### src/rtl/counter_pkg.sv
// Shared encodings for the count-stream decoder: FSM states, step classes, moduli.
// Pure declarations; no logic, no latency, no flow control.
package counter_pkg;

  typedef enum logic [2:0] {
    ST_IDLE   = 3'd0,
    ST_UP     = 3'd1,
    ST_DOWN   = 3'd2,
    ST_PAUSED = 3'd3,
    ST_FAULT  = 3'd4
  } state_t;

  typedef enum logic [2:0] {
    CLS_HOLD    = 3'd0,
    CLS_UP      = 3'd1,
    CLS_DOWN    = 3'd2,
    CLS_JUMP    = 3'd3,
    CLS_ILLEGAL = 3'd4
  } step_cls_t;

  typedef enum logic [1:0] {
    DIR_NONE = 2'd0,
    DIR_UP   = 2'd1,
    DIR_DOWN = 2'd2
  } dir_t;

  localparam int MOD16 = 16;
  localparam int MOD10 = 10;

  // Largest legal count value for the selected stream.
  function automatic logic [3:0] top_value(input logic mode);
    return mode ? 4'(MOD10 - 1) : 4'(MOD16 - 1);
  endfunction

  function automatic logic is_err_cls(input logic [2:0] cls);
    return (cls == CLS_JUMP) || (cls == CLS_ILLEGAL);
  endfunction

endpackage

### src/rtl/step_classifier.sv
// Classifies one counter sample against the previous one (hold/up/down/jump/illegal).
// Purely combinational; no flow control.
module step_classifier
  import counter_pkg::*;
(
  input  logic [3:0] prev,
  input  logic [3:0] cur,
  input  logic       mode,
  output logic [2:0] cls,
  output logic       wrap
);

  logic [3:0] w_top;
  logic [3:0] w_up_exp;
  logic [3:0] w_dn_exp;

  always_comb begin
    w_top    = top_value(mode);
    w_up_exp = (prev == w_top) ? 4'd0 : prev + 4'd1;
    w_dn_exp = (prev == 4'd0) ? w_top : prev - 4'd1;
    cls      = CLS_JUMP;
    wrap     = 1'b0;
    if (mode && (cur > w_top)) begin
      cls = CLS_ILLEGAL;
    end else if (cur == prev) begin
      cls = CLS_HOLD;
    end else if (prev > w_top) begin
      // prev left over from the wider stream cannot be a neighbour of anything legal
      cls = CLS_JUMP;
    end else if (cur == w_up_exp) begin
      cls  = CLS_UP;
      wrap = (cur == 4'd0);
    end else if (cur == w_dn_exp) begin
      cls  = CLS_DOWN;
      wrap = (prev == 4'd0);
    end
  end

endmodule

### src/rtl/count_stream_decoder.sv
// Decodes an observed counter stream into step pulses, direction FSM, lock and statistics.
// Flags appear one cycle after the sample; every sample is accepted, no backpressure.
module count_stream_decoder
  import counter_pkg::*;
#(
  parameter int ERR_W = 8
) (
  input  logic             clk,
  input  logic             clear,
  input  logic             mode,
  input  logic [3:0]       count_in,
  output logic             step_up,
  output logic             step_down,
  output logic             step_hold,
  output logic             wrap,
  output logic             err,
  output logic [2:0]       state,
  output logic             locked,
  output logic [3:0]       hold_len,
  output logic [ERR_W-1:0] err_cnt
);

  logic [3:0]       r_prev;
  logic             r_have_prev;
  state_t           r_state;
  state_t           w_state_nxt;
  state_t           w_target;
  logic             r_fault_good;
  logic             w_fault_good_nxt;
  logic [2:0]       w_cls;
  logic             w_wrap;
  logic             w_err;
  dir_t             r_dir;
  logic             r_locked;
  logic             r_step_up;
  logic             r_step_down;
  logic             r_step_hold;
  logic             r_wrap;
  logic             r_err;
  logic [3:0]       r_hold_len;
  logic [ERR_W-1:0] r_err_cnt;

  step_classifier u_classifier (
    .prev (r_prev),
    .cur  (count_in),
    .mode (mode),
    .cls  (w_cls),
    .wrap (w_wrap)
  );

  assign w_err = is_err_cls(w_cls);

  always_ff @(posedge clk) begin
    if (clear) begin
      r_state      <= ST_IDLE;
      r_fault_good <= 1'b0;
    end else begin
      r_state      <= w_state_nxt;
      r_fault_good <= w_fault_good_nxt;
    end
  end

  always_comb begin
    w_state_nxt      = r_state;
    w_fault_good_nxt = r_fault_good;
    case (w_cls)
      CLS_UP:   w_target = ST_UP;
      CLS_DOWN: w_target = ST_DOWN;
      CLS_HOLD: w_target = ST_PAUSED;
      default:  w_target = ST_FAULT;
    endcase
    if (r_have_prev) begin
      if (r_state == ST_FAULT) begin
        // Recovery needs two clean samples in a row; the second picks the exit state.
        if (w_err) begin
          w_fault_good_nxt = 1'b0;
        end else if (!r_fault_good) begin
          w_fault_good_nxt = 1'b1;
        end else begin
          w_state_nxt      = w_target;
          w_fault_good_nxt = 1'b0;
        end
      end else begin
        w_state_nxt      = w_target;
        w_fault_good_nxt = 1'b0;
      end
    end
  end

  always_ff @(posedge clk) begin
    if (clear) begin
      r_prev      <= 4'd0;
      r_have_prev <= 1'b0;
      r_step_up   <= 1'b0;
      r_step_down <= 1'b0;
      r_step_hold <= 1'b0;
      r_wrap      <= 1'b0;
      r_err       <= 1'b0;
      r_locked    <= 1'b0;
      r_dir       <= DIR_NONE;
      r_hold_len  <= 4'd0;
      r_err_cnt   <= '0;
    end else begin
      r_prev      <= count_in;
      r_have_prev <= 1'b1;
      r_step_up   <= r_have_prev && (w_cls == CLS_UP);
      r_step_down <= r_have_prev && (w_cls == CLS_DOWN);
      r_step_hold <= r_have_prev && (w_cls == CLS_HOLD);
      r_wrap      <= r_have_prev && w_wrap;
      r_err       <= r_have_prev && w_err;
      if (r_have_prev) begin
        if (w_cls == CLS_HOLD) begin
          if (r_hold_len != 4'd15) r_hold_len <= r_hold_len + 4'd1;
        end else begin
          r_hold_len <= 4'd0;
        end
        // Holds leave the direction history alone, so lock survives a pause.
        case (w_cls)
          CLS_UP: begin
            if (r_dir == DIR_UP)        r_locked <= 1'b1;
            else if (r_dir == DIR_DOWN) r_locked <= 1'b0;
            r_dir <= DIR_UP;
          end
          CLS_DOWN: begin
            if (r_dir == DIR_DOWN)    r_locked <= 1'b1;
            else if (r_dir == DIR_UP) r_locked <= 1'b0;
            r_dir <= DIR_DOWN;
          end
          CLS_HOLD: begin
            r_dir <= r_dir;
          end
          default: begin
            r_locked <= 1'b0;
            r_dir    <= DIR_NONE;
            if (r_err_cnt != {ERR_W{1'b1}})
              r_err_cnt <= r_err_cnt + {{(ERR_W-1){1'b0}}, 1'b1};
          end
        endcase
      end
    end
  end

  assign step_up   = r_step_up;
  assign step_down = r_step_down;
  assign step_hold = r_step_hold;
  assign wrap      = r_wrap;
  assign err       = r_err;
  assign state     = r_state;
  assign locked    = r_locked;
  assign hold_len  = r_hold_len;
  assign err_cnt   = r_err_cnt;

endmodule

### config.mk
export PLATFORM = sky130hd
export DESIGN_NAME = count_stream_decoder
export DESIGN_NICKNAME = d
export VERILOG_FILES = /design/src/rtl/counter_pkg.sv /design/src/rtl/step_classifier.sv /design/src/rtl/count_stream_decoder.sv
export SDC_FILE = /design/constraint.sdc
export NUM_CORES = 1
export LEC_CHECK = 0
export BUFFER_PORTS_ARGS = -buffer_cell sky130_fd_sc_hd__buf_2
export CELL_PAD_IN_SITES_DETAIL_PLACEMENT = 1
export CELL_PAD_IN_SITES_GLOBAL_PLACEMENT = 2
export CORE_MARGIN = 2
export CORE_UTILIZATION = 35
export CTS_BUF_LIST = sky130_fd_sc_hd__clkbuf_16
export CTS_CLUSTER_SIZE = 28
export DETAILED_ROUTE_END_ITERATION = 10
export HOLD_SLACK_MARGIN = 0.12
export PLACE_DENSITY_LB_ADDON = 0.05
export SYNTH_ARGS = -nofsm -noshare
export SYNTH_HDL_FRONTEND = slang
export SYNTH_SLANG_ARGS = --single-unit
### constraint.sdc
create_clock -name clk -period 4.75 [get_ports clk]
set_input_delay 0.2375 -clock clk [delete_from_list [all_inputs] [get_ports clk]]
set_output_delay 0.2375 -clock clk [all_outputs]
set_load 0.005 [all_outputs]
Word level (Yosys, flattened, before mapping) --
Cells that the tools add are included.
Storage, ports and cells: register bits after elaboration 29, bits in latches 0, output and inout bits 21, memory bits (writable) 0, input bits 7, logic and storage cells 84, memories 0, memory bits (read-only) 0
Cells by class: reduce and logical (&&, ||, !) cells 16, $add $sub $neg 4, eq/ne operators 18, div/mod/pow operators 0, multiply operators 0, multiplexer cells 29, bitwise logic cells 2, $lt $le $gt $ge 2, shift operators 0
Operator list (number):
- 2-to-1 mux 3 bit | 8
- equality test 4 bit | 4
- 2-to-1 mux 4 bit | 4
- 2-to-1 mux 1 bit | 14
- case mux 3 bit (3 select lines) | 1
- adder 4 x 1 -> 4 bit, second input constant | 2
- adder 8 x 1 -> 8 bit, second input constant | 1
- greater-than comparator 4 bit | 2
- logical NOT 4 bit | 2
- != test 8 bit, second input constant | 1
- equality test 3 x 2 -> 1 bit, second input constant | 2
- equality test 3 bit, second input constant | 2
- logical AND 1 bit | 6
- != test 3 x 1 -> 1 bit, second input constant | 2
- case mux 2 bit (3 select lines) | 1
- AND reduction 3 bit | 2
- != test 2 bit, second input constant | 2
- != test 4 bit, second input constant | 1
- AND reduction 2 bit | 2
- AND reduction 4 bit | 1
- subtractor 4 x 1 -> 4 bit, second input constant | 1
- equality test 3 x 1 -> 1 bit, second input constant | 1
- logical NOT 3 bit | 1
- case mux 1 bit (3 select lines) | 1
- other kinds (6) | 7

Logic depth before layout (Yosys ltp) --
word-level depth 13, depth in mapped cells 11, mapped depth without buffers 9

Hierarchy --
From an unflattened synthesis, not the netlist that was laid out.
Second synthesis, totals: cell total of the unflattened synthesis 206, area, all modules 1752.9 um^2
By module, submodules not included:
- count_stream_decoder | cells each 142, instances 1, area an instance 1262.5 um^2, seq. area each 580.6 um^2
- step_classifier | cells each 64, instances 1, area an instance 490.5 um^2, seq. area each 0.0 um^2

Worst setup path after synthesis --
OpenSTA, ideal clock, no wires.
path type register -> register, start register r_prev[0], end register r_err_cnt[3], in the netlist err_cnt[3], arrival time 2.298 ns, period minus slack after synthesis 2.419 ns, buffers on the path 2, slack 2.331 ns, stages on the path, launching flop included 12, library setup time 0.121 ns, path through dfxtp_1 -> buf_6 -> inv_1 -> ha_1 -> nor3b_1 -> mux2i_1 -> xnor2_1 -> and4_4 -> o21ba_4 -> buf_8 -> nor3_2 -> mux2_4
Between the ends: longest elaborated chain between the ends 12
RTL lines:
- start, declared | line count_stream_decoder.sv:23 | logic [3:0] r_prev;
- start signal, assigned | line count_stream_decoder.sv:104 | r_prev <= count_in;
- subtractor 4 x 1 -> 4 bit or logical NOT 4 bit (tied branches) | line step_classifier.sv:20 | w_dn_exp = (prev == 4'd0) ? w_top : prev - 4'd1;
- 2-to-1 mux 4 bit | line step_classifier.sv:20
- equality test 4 bit | line step_classifier.sv:33 | end else if (cur == w_dn_exp) begin
- 2-to-1 mux 1 bit | line step_classifier.sv:33
- 2-to-1 mux 3 bit | line step_classifier.sv:30 | end else if (cur == w_up_exp) begin
- 2-to-1 mux 3 bit | line step_classifier.sv:27 | end else if (prev > w_top) begin
- 2-to-1 mux 3 bit (*) | line step_classifier.sv:25 | end else if (cur == prev) begin
- 2-to-1 mux 3 bit (*) | line step_classifier.sv:23 | if (mode && (cur > w_top)) begin
- equality test 3 x 1 -> 1 bit, or another cell as far along | line count_stream_decoder.sv:118 | case (w_cls)
- OR reduction 3 bit (no source line) (*)
- inverter 1 bit (no source line) (*)
- AND reduction 3 bit (no source line) (*)
- end signal, assigned | line count_stream_decoder.sv:136 | r_err_cnt <= r_err_cnt + {{(ERR_W-1){1'b0}}, 1'b1};
- end, declared | line count_stream_decoder.sv:41 | logic [ERR_W-1:0] r_err_cnt;
Every way passes the cells marked *; elsewhere a longest branch is shown, timed or not. A chain may end at the register's enable or synchronous reset.

Worst setup path after layout --
start register r_prev[2], end register r_err_cnt[3], in the netlist err_cnt[3]
The elaborated chain is that of the path after synthesis.

==> results.yml <==
synth:
  synth.distinct_cells: 53
  synth-seq-area-share: 0.3455
  ys_ff_latch: 29
  ys_warn_count: 0
  synth_flop_cell: "dfxtp_1"
  syn_avg_cell_area_um2: 9.083
  synth_area_mm2: 0.001680
  synth_edf_count: 0
  synth_async_sr_flop_share: 0
  syn_inst: 185
  syn_nets: 200
floorplan:
  dieArea_mm2: 0.005371
  num_rows: 25
  io_pins: 28
  die_w_um: 73.29
  initial_core_util: 0.3605
  coreArea_mm2: 0.004661
  die_h_um: 73.29
timing:
  hold_ws_ps: 262.4
  relSlewSlack: 0.6902
  timing.final.crit_share: 0.5658
  max_freq_ghz: 0.3721
  finalHoldViolCount: 0
  fin_worst_skew_ps: 3.150
  post-route-min-period_ps: 2687
  setup_ws_ps: 2063
  drv_slew: 0
  finalSetupViolations: 0
  rsz0062_at_grt: "false"
  worst_pin_slew_ps: 464.7
  tns_ps: 0
grt:
  grt_first_pass_wirelength_mm: 6.844
  use_met2: 0.2743
  grt_max_degree: 25
  use_met3: 0.04527
  grt_use_total: 0.1648
  grt-busiest-layer: "met2"
  grt_pass1_vias: 1454
  grt_overflow: 0
  antenna_found_initial: 0
  grtUsageMet1: 0.2032
clock_network:
  postCtsSetupRepairBufs: 0
  cts_resized: 0
  clockBufferDepth: 2
  clk_latency_ps: 270
  cts_hold_buf: 0
  cts_made_buffers: 5
  tritoncts: "built"
  cts.sinks: 29
  path_clk_slew_ps: 50
  h-tree-depth: 2
  cts_root_buf: "clkbuf_16"
flow_run:
  cap_violations: 0
critical_path:
  worstPathCellList: "ha_1 > a21o_1 > a31oi_1 > nand3_1 > nor3_1 > o21ba_4 > nor3_2 > mux2_4"
  crit_start: "r_prev[2]$_SDFF_PP0_"
  cp_num_buf_inv: 0
  end_kind: "register"
  crit_type: "register to register"
  worstPathMaxFanout: 11
  r2r_start: "r_prev[2]$_SDFF_PP0_"
  critPathTopFamily: "compound AO/OA/AOI/OAI gates"
  r2r-end: "err_cnt[3]$_SDFFE_PP0P_"
  cp-start-kind: "register"
  reg2reg_setup_slack_ps: 2060
  critPathMaxStageDelay_ps: 530
  cp_slowest_cell: "dfxtp_1"
  cp_num_cells: 8
  cp.arrival_ps: 2850
  reg2regPathDepth: 8
  cp.required_ps: 4910
  endpoint: "err_cnt[3]$_SDFFE_PP0P_"
final_layout:
  area_delta_synth_final_pct: 16.90
  layout_commonest_cell: "dfxtp_1"
  antenna_cells: 0
  nets: 226
  stdcell_area_mm2: 0.001964
  fin_util: 0.4215
  n_fill_cell: 569
  final_cells: 266
  final_cell_mix: "dfxtp_1, buf_2, nor2_1, nor2b_1, nand2_1"
  drive_gt1_frac: 0.2406
placement:
  gp_congestion: 0.8086
  place_hpwl_mm: 2.982
  dp_cells: 258
  dp_slack_ps: 2087
  io_buffers: 27
  placed_area_mm2: 0.001827
routing:
  antenna_left: 0
  drtIter0Drc: 6
  via_count: 1420
  dr.pass1.iters: 4
  routed_via_density: 5.338
  drc: 0
  wl_per_cell_um: 15.02
  drt_wl_total_mm: 3.995
power_and_ir_drop:
  power.leakage_nw: 0.8392
  total_power_uw: 650.6
  powerDensity_mw_per_mm2: 331.2
  irDropWorstVdd_v: 0.0001655
hold_path:
  hp-class: "input pin to register"
  hp-start: "count_in[0]"
outcome:
  status: "finished clean"
## layout make-up
cell class,instances,area [um^2],share of cell area
multi-input combinational,143,1025,0.5217
sequential,29,580.6,0.2955
timing repair buffer,27,135.1,0.06879
clock buffer,5,125.1,0.06369
tap,54,67.56,0.03439
inverter,5,18.77,0.009554
clock inverter,3,12.51,0.006369
## power by group
group,internal (mW),switching [mW]
Clock,0.189,0.104
Combinational,0.0409,0.0518
Sequential,0.252,0.0126
Total,0.482,0.169
## layer usage
metal / wire, um / share of wire
met2: 1896 / 0.47
met4: 72 / 0.018
met3: 137 / 0.034
met1: 1889 / 0.47
met5: 0 / 0
## flip-flops by register name, summed over array words and instances, names as in the netlist
register / cells
step_down: 1
err_cnt: 8
r_fault_good: 1
hold_len: 4
state: 3
r_dir: 2
step_hold: 1
wrap: 1
r_prev: 4
r_have_prev: 1
step_up: 1
err: 1
locked: 1
## cell families after synthesis
family | count (synthesis) | synth area share
DFF | 29 | 0.3455
AOI/OAI and AO/OA | 31 | 0.1437
and+or+nand+nor | 83 | 0.2785
muxes | 8 | 0.06031
xor gates and xnor gates | 13 | 0.06776
buffers and inverters | 13 | 0.04467
adders and majority gates | 8 | 0.05957
## Yosys cell counts, types with 2 or more instances
cell	count	area, um^2
dfxtp_1	29	580.6
nor2_1	18	67.56
nor2b_1	12	75.07
nand2_1	11	41.29
nand3_1	9	45.04
xnor2_1	9	78.83
ha_1	8	100.1
a21oi_1	5	25.02
and3_1	4	25.02
inv_1	4	15.01
mux2_4	4	60.06
nor3_1	4	20.02
o21ai_0	4	20.02
xor2_1	4	35.03
buf_2	3	15.01
mux2i_1	3	30.03
nand2b_1	3	18.77
or3_1	3	18.77
a211oi_1	2	15.01
a22oi_1	2	15.01
a31o_2	2	17.52
a31oi_1	2	12.51
and4_1	2	17.52
clkbuf_1	2	7.510
nand3b_1	2	15.01
nand4_1	2	12.51
nor3_2	2	20.02
nor4_1	2	12.51
o311ai_0	2	17.52
o41ai_1	2	17.52
or2_2	2	12.51
## how the worst min path moves through the flow
stage,endpoint,slack (ps),depth (start not counted)
2_1_floorplan,r_prev[0]$_SDFF_PP0_,370,1
3_3_place_gp,r_fault_good$_SDFFE_PP0P_,460,1
3_5_place_dp,state[1]$_SDFFE_PP0P_,470,2
4_1_cts,r_prev[0]$_SDFF_PP0_,270,2
5_1_grt,r_prev[0]$_SDFF_PP0_,290,2
6_report,r_prev[0]$_SDFF_PP0_,260,2
(Power assumes the default switching activity.)
